`src/rtl/paridade_4bit.sv`:
```
// Registered 4-bit parity generator/checker with selectable even/odd sense
// and a saturating mismatch counter for the optional check path.
module paridade_4bit #(
  parameter int unsigned ERR_CNT_W = 8
) (
  input  logic                 clk,
  input  logic                 rst_n,
  input  logic                 a3,
  input  logic                 a2,
  input  logic                 a1,
  input  logic                 a0,
  input  logic                 odd_sel,
  input  logic                 in_valid,
  input  logic                 chk_en,
  input  logic                 p_in,
  output logic                 p,
  output logic                 out_valid,
  output logic                 err,
  output logic [ERR_CNT_W-1:0] err_cnt
);

  logic                 w_x;
  logic                 w_p_next;
  logic                 w_mismatch;
  logic                 w_cnt_full;
  logic                 r_p;
  logic                 r_out_valid;
  logic                 r_err;
  logic [ERR_CNT_W-1:0] r_err_cnt;

  always_comb begin
    w_x        = a3 ^ a2 ^ a1 ^ a0;
    w_p_next   = odd_sel ? ~w_x : w_x;
    w_mismatch = chk_en & (p_in != w_p_next);
    w_cnt_full = (r_err_cnt == '1);
  end

  always_ff @(posedge clk) begin
    if (!rst_n) begin
      r_p         <= 1'b0;
      r_out_valid <= 1'b0;
      r_err       <= 1'b0;
      r_err_cnt   <= '0;
    end else if (in_valid) begin
      r_p         <= w_p_next;
      r_out_valid <= 1'b1;
      r_err       <= w_mismatch;
      // err still fires once the counter has saturated; only the count stops
      if (w_mismatch && !w_cnt_full)
        r_err_cnt <= r_err_cnt + 1'b1;
    end else begin
      r_out_valid <= 1'b0;
      r_err       <= 1'b0;
    end
  end

  assign p         = r_p;
  assign out_valid = r_out_valid;
  assign err       = r_err;
  assign err_cnt   = r_err_cnt;

endmodule

```
`config.mk`:
```
export PLATFORM = sky130hd
export DESIGN_NAME = paridade_4bit
export DESIGN_NICKNAME = d
export VERILOG_FILES = /design/src/rtl/paridade_4bit.sv
export SDC_FILE = /design/constraint.sdc
export NUM_CORES = 1
export LEC_CHECK = 0
export ABC_CLOCK_PERIOD_IN_PS = 1800
export CAP_MARGIN = 20
export CORE_MARGIN = 10
export CORE_UTILIZATION = 41
export CTS_BUF_LIST = sky130_fd_sc_hd__clkbuf_4
export CTS_CLUSTER_DIAMETER = 200
export DETAILED_ROUTE_END_ITERATION = 8
export PLACE_DENSITY = 0.81
export SYNTH_ARGS = -nofsm -noshare
export SYNTH_HDL_FRONTEND = slang
export SYNTH_SLANG_ARGS = --single-unit
```
`constraint.sdc`:
```
create_clock -name clk -period 1.8 [get_ports clk]
set_clock_uncertainty 0.15 [all_clocks]
set_input_delay 0.18 -clock clk [delete_from_list [all_inputs] [get_ports clk]]
set_output_delay 0.18 -clock clk [all_outputs]
set_load 0.005 [all_outputs]
```
# == Word level (Yosys, flattened, before mapping) ==
# Index checks and enable logic that the tools add are counted.
# totals
word_cells,18
output_inout_bits,11
reg_bits,11
in_bits,10
# classes
mux,2
n_bitwise,5
n_addsub,1
eq_ne,2
n_reduce_logical,4
# op_table
cell,count
"8-bit by 1-bit adder with 8-bit output, second input constant",1
"8-bit equality test, second input constant",1
2-bit AND reduction,2
1-bit bitwise XOR,3
1-bit 2-to-1 mux,2
1-bit bitwise AND,1
1-bit logical AND,1
1-bit logical NOT,1
1-bit inequality test,1
1-bit inverter,1

# == Depth between registers and ports, before layout ==
# depth
ltp_word,9
depth_mapped,5
mapped_depth_nobuf,4

# == Worst setup path before layout ==
# OpenSTA, ideal clock, no wires.
# synth_timing
path_kind,register to register
startpoint,"register r_err_cnt[0], in the netlist err_cnt[0]"
endpoint,"register r_err_cnt[0], in the netlist err_cnt[0]"
setup_time_ns,0.070
path_buffers,1
slack_ns,0.020
required_time_ns,1.580
t_arrival_ns,1.560
period_less_slack_ns,1.780
path_stages_with_launch,6
path_cell_list,dfxtp_1 ha_1 and4_1 clkbuf_1 or4_1 a21oi_1
# synth_via
elab_chain_len,4
word_cells_on_any_way,5
classes_between,1 x add/sub; 1 x eq/ne; 3 x reduce/logical
# synth_lines
element,line,rtl
start: declaration,29,logic [ERR_CNT_W-1:0] r_err_cnt;
start signal: assignment,50,r_err_cnt <= r_err_cnt + 1'b1;
"parallel branches: the longest is 4 deep, another holds 8-bit by 1-bit adder with 8-bit output",n/a,
# Several ways; the timed one is not identified.
# A chain may end at the register's enable or synchronous reset.

# == Worst setup path in the final report ==
# layout_timing
startpoint,input port a2
endpoint,"register r_err_cnt[0], in the netlist err_cnt[0]"
# layout_via
elab_chain_len,9
# layout_lines
element,line,rtl
start: declaration,9,"input logic a2,"
1-bit bitwise XOR (*) (3 in a row),32,w_x = a3 ^ a2 ^ a1 ^ a0;
1-bit inverter,33,w_p_next = odd_sel ? ~w_x : w_x;
1-bit 2-to-1 mux (*),33,
1-bit inequality test (*),34,w_mismatch = chk_en & (p_in != w_p_next);
1-bit bitwise AND (*),34,
1-bit logical AND (*),49,if (w_mismatch && !w_cnt_full)
2-bit AND reduction (no source line) (*),n/a,
# Every way passes the cells marked *; elsewhere a longest branch is shown, timed or not.

==> flow_summary.toml <==
[floorplanning]
coreArea_um2 = 1370
die_x_um = 58.9
die_area_um2 = 3470
dieHeight_um = 58.9
io_pins = 21
rows = 13
start_util_pct = 45.5

[sta]
fin_crit_sh_pct = 97.7
clock.fmax_mhz = 568
maxSlewViolCount = 0
setup_viol = 0
period_minus_slack_ps = 1760
slew_headroom_pct = 77.8
max_slew.worst_pin.slew_ps = 330
hold_violations = 0
rsz0062_at_grt = "no"
fin_ws_ps = 40.5

[logic_synthesis]
synth_fp_nets = 77
ys_seq_area_share_pct = 35.4
yosysUniqueCellTypes = 23
ys_warn_count = 0
postSynthCellCount = 66
netlist_area_um2 = 622
ys_seq_elements = 11
synth.avg_cell_area_um2 = 9.42

[grt]
met2_usage_pct = 16.4
grt_pass1_vias = 585
groute.layer.met3.usage_pct = 5.58
antenna_found_initial = 0
grt_remaining_overflow = 0
grt_pass1_wl_um = 2740
busiest_layer = "met2"
grtUsageMet1_pct = 11.5
grt_use_total_pct = 10.4
grt_max_degree = 13

[clock_tree]
cts_tree = "built"
clk_pin_slew_ps = 70
cts-root-buf = "clkbuf_4"
clkLatencyLatePin_ps = 270
cts_buffers = 3
h-tree-depth = 1
cts_sinks = 11
cts_max_path_buffers = 2
postCtsHoldBufs = 0

[setup_path]
crit_required_ps = 1860
r2r_slack_ps = 90
endpoint = "err_cnt[0]$_SDFFE_PN0P_"
crit_type = "input pin to flip-flop"
reg2reg_depth = 4
reg2reg_to = "err_cnt[0]$_SDFFE_PN0P_"
crit_path_start = "a2"
cp_data_arrival_time_ps = 1810
rr_startpoint = "err_cnt[4]$_SDFFE_PN0P_"
end_kind = "flip-flop"
crit_path_max_fanout = 7
start_kind = "input pin"

[drt]
vias_per_cell = 5.31
num_vias = 616
postRouteWirelength_um = 1620
wl_per_cell_um = 14.0
antenna_left = 0
dr.pass1.iters = 4
drtIter0Drc = 15
drc = 0

[power_and_ir_drop]
leakagePower_uw = 0.000401
power.density_nw_per_um2 = 643
max-vdd-ir-drop_mv = 0.325

[placement]
routabilityCongestion = 0.765
dp_hpwl_um = 1290
port_buffers = 20
placed_cell_area_um2 = 916
dp_cells = 110
dpl_worst_slack_ps = -337

[min_path]
hp-class = "flip-flop to flip-flop"

[cells_and_area]
final_area_um2 = 973
drive_above_1_share_pct = 22.8
nets = 113
syn2layout_area_growth_pct = 56.5
diodes = 0
layoutNonFillerInstCount = 116
final.fill_count = 111
area.sequential_um2 = 220
multi_input_area_um2 = 405

[run]
maxCapViolCount = 0

[outcome]
status = "finished clean"
-- worst min path at each step --
| stage | startpoint | end | slack [ps] | depth (start not counted) |
|---|---|---|---|---|
| after CTS | err_cnt[5]$_SDFFE_PN0P_ | err_cnt[5]$_SDFFE_PN0P_ | 340 | 2 |
| after floorplan | in_valid | out_valid$_SDFF_PN0_ | 150 | 1 |
| final | err_cnt[5]$_SDFFE_PN0P_ | err_cnt[5]$_SDFFE_PN0P_ | 340 | 2 |
| after detailed placement | err_cnt[5]$_SDFFE_PN0P_ | err_cnt[5]$_SDFFE_PN0P_ | 330 | 2 |
| after global placement | err_cnt[5]$_SDFFE_PN0P_ | err_cnt[5]$_SDFFE_PN0P_ | 320 | 2 |
| after global routing | err_cnt[5]$_SDFFE_PN0P_ | err_cnt[5]$_SDFFE_PN0P_ | 370 | 2 |
-- cell type report --
type / instances / area share [%]
multi-input cells: 51 / 41.6
flip-flops and latches: 11 / 22.6
clock buffers: 4 / 3.08
repair buffers: 33 / 29.9
inverters: 2 / 0.771
well taps: 15 / 1.93
-- critical path, stage by stage --
cell and delay (ps):
clkdlybuf4s50_1 460, xnor3_2 310, xor2_4 200, or4_1 530, a21oi_1 130
-- logic make-up (layout without fill, tap and decap cells) --
kind of cell / count (synthesis) / in the layout / synth area share (%)
AND/OR/NAND/NOR: 33 / 33 / 30.2
flip-flops: 11 / 11 / 35.4
multiplexers: 7 / 7 / 11.3
XOR/XNOR: 6 / 6 / 14.7
AO/OA/AOI/OAI: 4 / 4 / 4.02
buffers and inverters: 4 / 39 / 2.42
adder cells (fa/ha/maj): 1 / 1 / 2.01
-- flip-flops by register name (all words and copies together) (netlist names) --
name	cells
p	1
out_valid	1
err_cnt	8
err	1
-- repair_timing --
item / 4_1_cts / 5_1_grt
endpoints found under the setup margin: 6 / 1
pin swaps: 5 / 0
buffers inserted: 2 / 0
gates resized for setup: 7 / 1
-- metrics by stage --
stage               TNS (ps)  power [uW]  util (%)  hold slack (ps)
floorplan                  0         337         -              152
global placement       -2150         417      67.0              321
detailed placement     -2410         424      67.0              331
CTS                        0         631      71.2              342
global route               0         664      71.2              374
finish                     0         626      71.2              339
-- power breakdown --
| part | leakage, uW | internal [uW] | total, uW | switching, uW |
|---|---|---|---|---|
| Combinational | 0.000294 | 109 | 190 | 80.5 |
| Clock | 0.0000184 | 101 | 180 | 79.2 |
| Sequential | 0.0000893 | 252 | 256 | 4.17 |
| Total | 0.000401 | 462 | 626 | 164 |
-- cell usage after synthesis --
cell type	number	share of area (%)
inv_1	2	1.2
nand4_1	5	5.0
nand2b_1	6	6.0
xnor3_2	1	3.8
clkbuf_1	2	1.2
mux2i_1	7	11
nor4_1	5	5.0
nor2_1	1	0.60
and4_4	1	1.8
nand2_1	9	5.4
o31ai_1	2	2.4
nor3_1	1	0.80
nand3_1	1	0.80
ha_1	1	2.0
a21oi_1	2	1.6
or4_1	1	1.2
xor3_2	1	4.0
xor2_1	1	1.4
xnor2_1	2	2.8
dfxtp_1	11	35
and4_1	1	1.4
and2_1	2	2.0
xor2_2	1	2.6
-- cell usage in the layout (no fill, tap or decap), types with 4 or more instances in the layout --
| master | Yosys | final |
|---|---|---|
| clkbuf_4 | 0 | 4 |
| nand2b_1 | 6 | 6 |
| nor4_1 | 5 | 4 |
| dlygate4sd2_1 | 0 | 5 |
| nand4_1 | 5 | 5 |
| nand2_1 | 9 | 9 |
| mux2i_1 | 7 | 7 |
| clkdlybuf4s50_1 | 0 | 15 |
| buf_4 | 0 | 13 |
| dfxtp_1 | 11 | 11 |
-- routing by layer --
layer  wire (um)  part of all wire, %  vias to the layer above
met4          17                  1.0                        0
met2         830                   51                       19
met5           0                    0                        -
met3         120                  7.4                        6
met1         655                   40                      274
li1            -                    -                      317
Power figures use the tool's default switching activity.
